==> config.mk <==
export PLATFORM = sky130hd
export DESIGN_NAME = cordic_pipe_param
export DESIGN_NICKNAME = d
export VERILOG_FILES = /design/src/rtl/cordic_pipe_param.sv
export SDC_FILE = /design/constraint.sdc
export NUM_CORES = 2
export LEC_CHECK = 0
export BUFFER_PORTS_ARGS = -buffer_cell sky130_fd_sc_hd__clkbuf_2
export CAP_MARGIN = 20
export CORE_ASPECT_RATIO = 1.5
export CORE_MARGIN = 2
export CORE_UTILIZATION = 60
export DETAILED_ROUTE_END_ITERATION = 8
export GPL_ROUTABILITY_DRIVEN = 0
export GPL_TIMING_DRIVEN = 0
export PLACE_DENSITY = 0.8
export SETUP_SLACK_MARGIN = 0.3
export SYNTH_ARGS = -nofsm -noshare
export SYNTH_HDL_FRONTEND = slang
export SYNTH_SLANG_ARGS = --single-unit
==> constraint.sdc <==
create_clock -name clk -period 6.7 [get_ports clk]
set_input_delay 0.335 -clock clk [delete_from_list [all_inputs] [get_ports clk]]
set_output_delay 0.335 -clock clk [all_outputs]
set_load 0.005 [all_outputs]
==> src/rtl/cordic_pipe_param.sv <==
// Fully pipelined CORDIC, one sample per clock. Each sample picks its own mode:
//   mode=0 rotate: (i,q) rotated by phase_in; phase_out is the residual angle (about 0)
//   mode=1 vector: iout = gain * |(i,q)|, qout about 0, phase_out = atan2(q,i)
// Handshake: in_valid qualifies i_in/q_in/phase_in/mode on the clk edge where it is
// high; out_valid is in_valid delayed STAGES+2 clocks. There is no ready/backpressure.
// Outputs hold their last value while out_valid is low.
// The x/y datapath carries one guard bit above DW, so a full-scale input vector
// (magnitude sqrt(2)*K above full scale) never wraps; the output saturation is the
// only clipping.
module cordic_pipe_param #(
    parameter int IN_W    = 16,
    parameter int OUT_W   = 18,
    parameter int DW      = 20,
    parameter int PHASE_W = 20,
    parameter int STAGES  = 17
) (
    input  logic               clk,
    input  logic               rst,
    input  logic               in_valid,
    input  logic               mode,
    input  logic [IN_W-1:0]    i_in,
    input  logic [IN_W-1:0]    q_in,
    input  logic [PHASE_W-1:0] phase_in,
    output logic               out_valid,
    output logic [OUT_W-1:0]   iout,
    output logic [OUT_W-1:0]   qout,
    output logic [PHASE_W-1:0] phase_out
);

    if (STAGES < 8 || STAGES > 24 || STAGES > PHASE_W) begin : g_bad_stages
        $error("cordic_pipe_param: STAGES must lie in 8..min(24,PHASE_W)");
    end
    if (DW < OUT_W + 1 || DW < IN_W + 2 || PHASE_W > 32) begin : g_bad_widths
        $error("cordic_pipe_param: need DW >= OUT_W+1, DW >= IN_W+2, PHASE_W <= 32");
    end

    localparam int XW     = DW + 1;
    localparam int RW     = XW + 1;
    localparam int SH_IN  = DW - IN_W - 1;
    localparam int SH_OUT = DW - OUT_W;

    localparam logic [PHASE_W-1:0]  PI_Z = {1'b1, {(PHASE_W-1){1'b0}}};
    localparam logic signed [RW-1:0] RND  = RW'(1) <<< (SH_OUT - 1);
    localparam logic signed [RW-1:0] OMAX = RW'((64'sd1 <<< (OUT_W - 1)) - 64'sd1);
    localparam logic signed [RW-1:0] OMIN = -OMAX - RW'(1);

    // atan(2^-k) at pi = 2^31, rescaled to pi = 2^(PHASE_W-1) with round-half-up
    function automatic logic [23:0][PHASE_W-1:0] build_atan();
        logic [23:0][31:0]         raw;
        logic [23:0][PHASE_W-1:0]  tab;
        logic [32:0]               t;
        int                        sh;
        raw[0]  = 32'd536870912; raw[1]  = 32'd316933406; raw[2]  = 32'd167458907;
        raw[3]  = 32'd85004756;  raw[4]  = 32'd42667331;  raw[5]  = 32'd21354465;
        raw[6]  = 32'd10679838;  raw[7]  = 32'd5340245;   raw[8]  = 32'd2670163;
        raw[9]  = 32'd1335087;   raw[10] = 32'd667544;    raw[11] = 32'd333772;
        raw[12] = 32'd166886;    raw[13] = 32'd83443;     raw[14] = 32'd41722;
        raw[15] = 32'd20861;     raw[16] = 32'd10430;     raw[17] = 32'd5215;
        raw[18] = 32'd2608;      raw[19] = 32'd1304;      raw[20] = 32'd652;
        raw[21] = 32'd326;       raw[22] = 32'd163;       raw[23] = 32'd81;
        sh = 32 - PHASE_W;
        for (int k = 0; k < 24; k++) begin
            t      = ({1'b0, raw[k]} + ((33'd1 << sh) >> 1)) >> sh;
            tab[k] = t[PHASE_W-1:0];
        end
        return tab;
    endfunction

    localparam logic [23:0][PHASE_W-1:0] ANG = build_atan();

    logic signed [XW-1:0]  x_r [0:STAGES];
    logic signed [XW-1:0]  y_r [0:STAGES];
    logic [PHASE_W-1:0]    z_r [0:STAGES];
    logic [STAGES-1:0]     m_r;
    logic [STAGES:0]       v_r;
    logic [STAGES-1:0]     d_pos;

    logic signed [XW-1:0]  x_ext, y_ext, x_in0, y_in0;
    logic [PHASE_W-1:0]    z_in0;
    logic                  flip;

    // Pre-rotation by pi so the remaining angle is within CORDIC convergence range
    always_comb begin
        x_ext = {{(XW-IN_W){i_in[IN_W-1]}}, i_in} <<< SH_IN;
        y_ext = {{(XW-IN_W){q_in[IN_W-1]}}, q_in} <<< SH_IN;
        flip  = mode ? i_in[IN_W-1] : (phase_in[PHASE_W-1] ^ phase_in[PHASE_W-2]);
        x_in0 = flip ? -x_ext : x_ext;
        y_in0 = flip ? -y_ext : y_ext;
        if (mode) z_in0 = flip ? PI_Z : '0;
        else      z_in0 = flip ? (phase_in ^ PI_Z) : phase_in;
    end

    // Direction of each micro-rotation: drive y to 0 (vector) or z to 0 (rotate)
    always_comb begin
        d_pos = '0;
        for (int k = 0; k < STAGES; k++)
            d_pos[k] = m_r[k] ? y_r[k][XW-1] : ~z_r[k][PHASE_W-1];
    end

    // Data pipeline: input register followed by STAGES micro-rotation registers
    always_ff @(posedge clk) begin
        x_r[0] <= x_in0;
        y_r[0] <= y_in0;
        z_r[0] <= z_in0;
        m_r    <= {m_r[STAGES-2:0], mode};
        for (int k = 0; k < STAGES; k++) begin
            if (d_pos[k]) begin
                x_r[k+1] <= x_r[k] - (y_r[k] >>> k);
                y_r[k+1] <= y_r[k] + (x_r[k] >>> k);
                z_r[k+1] <= z_r[k] - ANG[k];
            end else begin
                x_r[k+1] <= x_r[k] + (y_r[k] >>> k);
                y_r[k+1] <= y_r[k] - (x_r[k] >>> k);
                z_r[k+1] <= z_r[k] + ANG[k];
            end
        end
    end

    // Valid bits travel alongside the data; reset discards everything in flight
    always_ff @(posedge clk or posedge rst) begin
        if (rst) v_r <= '0;
        else     v_r <= {v_r[STAGES-1:0], in_valid};
    end

    logic signed [RW-1:0] x_wide, y_wide, x_rnd, y_rnd;
    logic [OUT_W-1:0]     x_sat, y_sat;

    // Round half-up to OUT_W and saturate
    always_comb begin
        x_wide = RW'(x_r[STAGES]);
        y_wide = RW'(y_r[STAGES]);
        x_rnd  = (x_wide + RND) >>> SH_OUT;
        y_rnd  = (y_wide + RND) >>> SH_OUT;
        if (x_rnd > OMAX)      x_sat = OMAX[OUT_W-1:0];
        else if (x_rnd < OMIN) x_sat = OMIN[OUT_W-1:0];
        else                   x_sat = x_rnd[OUT_W-1:0];
        if (y_rnd > OMAX)      y_sat = OMAX[OUT_W-1:0];
        else if (y_rnd < OMIN) y_sat = OMIN[OUT_W-1:0];
        else                   y_sat = y_rnd[OUT_W-1:0];
    end

    // Output register; z accumulated this way already equals atan2(q,i) in vector mode
    always_ff @(posedge clk or posedge rst) begin
        if (rst) begin
            out_valid <= 1'b0;
            iout      <= '0;
            qout      <= '0;
            phase_out <= '0;
        end else begin
            out_valid <= v_r[STAGES];
            if (v_r[STAGES]) begin
                iout      <= x_sat;
                qout      <= y_sat;
                phase_out <= z_r[STAGES];
            end
        end
    end

endmodule

==> results.txt <==
----------------------------------------------------
[Setup path]
  Buffering stage count on the worst path with inverters included ... 2
  Gate family responsible for the most delay along the worst path ... compound AO/OA/AOI/OAI gates
  Largest incremental delay on the critical path ... 0.69 ns
  Library cell appearing most often on the critical path ... a21oi_1
  Cell at the slowest stage of the critical path ... o311ai_0
  Nature of the critical path startpoint ... flip-flop
  CP max FO ... 16
  WP data arrival ... 6.60 ns
  Critical-path cell list ... nor2_1 > a21oi_1 > clkinv_1 > clkbuf_1 > nor2_1 > xnor2_1 > ha_1 > o21a_1 > o21ai_0 > nand2b_1 > a21oi_1 > o311ai_0 > nand2_1 > o311ai_0 > a21oi_1 > xnor2_1
  Worst setup EP type ... flip-flop
  Worst endpoint required time ... 7.33 ns
  Critical path type ... flip-flop to flip-flop

[Routing]
  Detailed route wirelength on metal2 ... 111000 um
  Drt initial violations ... 4178
  Wire length on met3 ... 9160 um
  Highest routing layer actually used ... met5
  TritonRoute pass-1 iters ... 9
  Detailed-route wire length on metal 1 ... 68600 um
  Vias ... 68700
  Vias per std cell ... 6.09
  Antenna-violating nets left ... 0
  Final WL ... 212000 um
  Drc violations ... 0
  Routed len/inst ... 18.8 um

[Clock tree]
  CTS Root Cell ... clkbuf_16
  TritonCTS clock tree ... built
  Clock latency reported for the late side of the worst-skew pair ... 0.82 ns
  Number of clock buffers inserted by TritonCTS ... 114
  CTS resizes ... 0
  Setup Buffers After CTS ... 0
  Buffer levels on the longest clock path ... 3
  Clock sink total ... 1187
  Max H-tree Level ... 3
  Clock transition at path regs ... 0.07 ns
  Hold buffers post-CTS ... 68

[Layout]
  Final cell count without fillers ... 11300
  Nets@finish ... 10600
  Fraction of layout cells with a size suffix above 1 ... 5.28%
  Leading cell types in the layout, fill and taps excluded ... 1112 x dfxtp_1, 1073 x ha_1, 855 x xnor2_1
  Area growth from synthesis to layout ... 9.89%
  Fillers ... 10300
  Commonest non-fill, non-tap cell in the layout ... dfxtp_1

[Logic synthesis]
  Mapped cell area ... 79900 um^2
  Number of synthesized flops with an enable pin ... 0
  Number of different library cells in the post-synthesis netlist ... 95
  Synth Flop Type ... dfxtp_1
  Synth Warn # ... 0
  Number of standard cells after synthesis ... 9118
  Synthesized flop and latch total ... 1187
  Average footprint of a synthesized cell ... 8.76 um^2
  Post-synth ARST share ... 6.32%
  Fraction of the yosys area taken by sequential cells ... 30.2%
  Net count after synthesis ... 10300

[STA]
  Slew @ Worst Pin ... 1.19 ns
  Summed negative setup slack over all endpoints ... 0 ns
  RSZ-0062 raised after global routing ... no
  Post-Route Skew ... 0.0793 ns
  Min Tclk post-route ... 5.97 ns
  Share of the cycle needed by the critical path after routing ... 89.1%
  Hold Violations, Final ... 0
  Final Max Tran Viols ... 0
  Max frequency ... 0.167 GHz
  Rel. slew slack ... 20.4%
  Final number of setup-violating endpoints ... 0

[Die]
  Area of the die ... 136000 um^2
  Die width ... 302 um
  Initial Utilization ... 60.2%
  Area of the core region ... 133000 um^2
  Core Rows ... 164
  Die height ... 451 um
  I/O pin count ... 113

[Global route]
  Global-route total usage across every layer ... 30.4%
  Total gr overflow ... 0
  Vias in the first global route ... 70000
  First-pass GRT wire length ... 337000 um
  Number of antenna violations at the first check in global routing ... 4
  Pin count of the biggest net entering global routing ... 76

[Hold path]
  Path category of the worst min-delay check ... input pin to flip-flop

[Placed design]
  Post-detailed-placement half-perimeter wirelength ... 164000 um
  Number of buffers inserted by port buffering ... 112
  Number of cells in the design after placement ... 11000

[Run status]
  Run status ... finished clean

[Run]
  Max-capacitance violation count ... 0

----------------------------------------------------
-- worst paths after layout --
check | start | endpoint | slack [ns] | depth (start not counted)
setup / recovery | m_r[1]$_DFF_P_ | x_r[2][20]$_DFF_P_ | 0.73 | 16
hold / removal | i_in[1] | x_r[0][6]$_DFF_P_ | 0.18 | 5
setup reg to reg | m_r[1]$_DFF_P_ | x_r[2][20]$_DFF_P_ | 0.73 | 16
hold reg to reg | z_r[0][5]$_SDFF_PP0_ | z_r[1][5]$_DFF_P_ | 0.32 | 0
max in group asynchronous | rst | qout[17]$_DFFE_PP0P_ | 5.83 | 3
min in group asynchronous | rst | phase_out[12]$_DFFE_PP0P_ | 0.26 | 3
-- tightest hold or removal path: stages --
cell and delay (ns):
clkbuf_2 0.08, inv_1 0.06, nand2_1 0.07, o21ai_0 0.10, xnor2_1 0.22
-- cell families after synthesis --
logic type                 synth area share (%)
DFF                                        30.2
xor gates and xnor gates                   13.3
AOI/OAI and AO/OA                          20.1
adders and majority gates                  18.0
buffers and inverters                      2.66
muxes                                     0.741
and+or+nand+nor                            14.9
-- stage by stage --
stage	setup WS, ns	util (%)	area (um^2)	hold WS [ns]
after floorplan	1.45	-	79900	0.310
final	0.729	66.1	87800	0.176
after detailed placement	1.17	62.4	82900	0.312
after CTS	1.08	66.1	87800	0.0636
after global routing	0.471	66.1	87800	0.144
after global placement	-0.441	62.3	82600	0.311
-- synth_stat cells (all sizes together) (68+ instances only) --
library cell  count  area [um^2]
nor2            701         2630
a21oi           809         4060
xnor2           855         7490
o21bai           93          702
o21ai           465         2330
dfxtp          1112        22300
o31ai            87          663
nand3           204         1020
o21a            159         1190
a31oi           103          644
nand2b          106          663
clkbuf           92          345
a21o            270         2030
xor2            361         3160
or3             102          638
dfrtp            75         1880
a211oi           68          510
and3             98          613
nand2           576         2160
inv             455         1710
nor2b           168         1050
ha             1073        13400
nor3            267         1340
-- sequential cells by signal, indices dropped and copies added, names as in the netlist --
signal / cells
iout: 18
m_r: 17
out_valid: 1
phase_out: 20
qout: 18
v_r: 18
x_r: 368
y_r: 367
z_r: 360
-- routing by layer --
metal,GRT usage [%],up-vias
met5,0,-
met4,28.9,6
met3,4.87,1107
met2,59.2,2305
met1,25.3,31900
li1,-,33300
-- area by class of cell --
type | count | area [um^2] | area share (%)
repair buffers | 195 | 1470 | 1.68
inverters | 461 | 1730 | 1.97
multi-input cells | 7365 | 53700 | 61.1
clock buffers | 138 | 3100 | 3.53
flip-flops and latches | 1187 | 24100 | 27.5
plain buffers | 105 | 403 | 0.459
well taps | 1743 | 2180 | 2.48
clock inverters | 76 | 1100 | 1.25
diodes | 1 | 2.50 | 0.00285
Power is not shown: default switching activity piles up to over one toggle a cycle in this logic, so the estimate is an artifact.
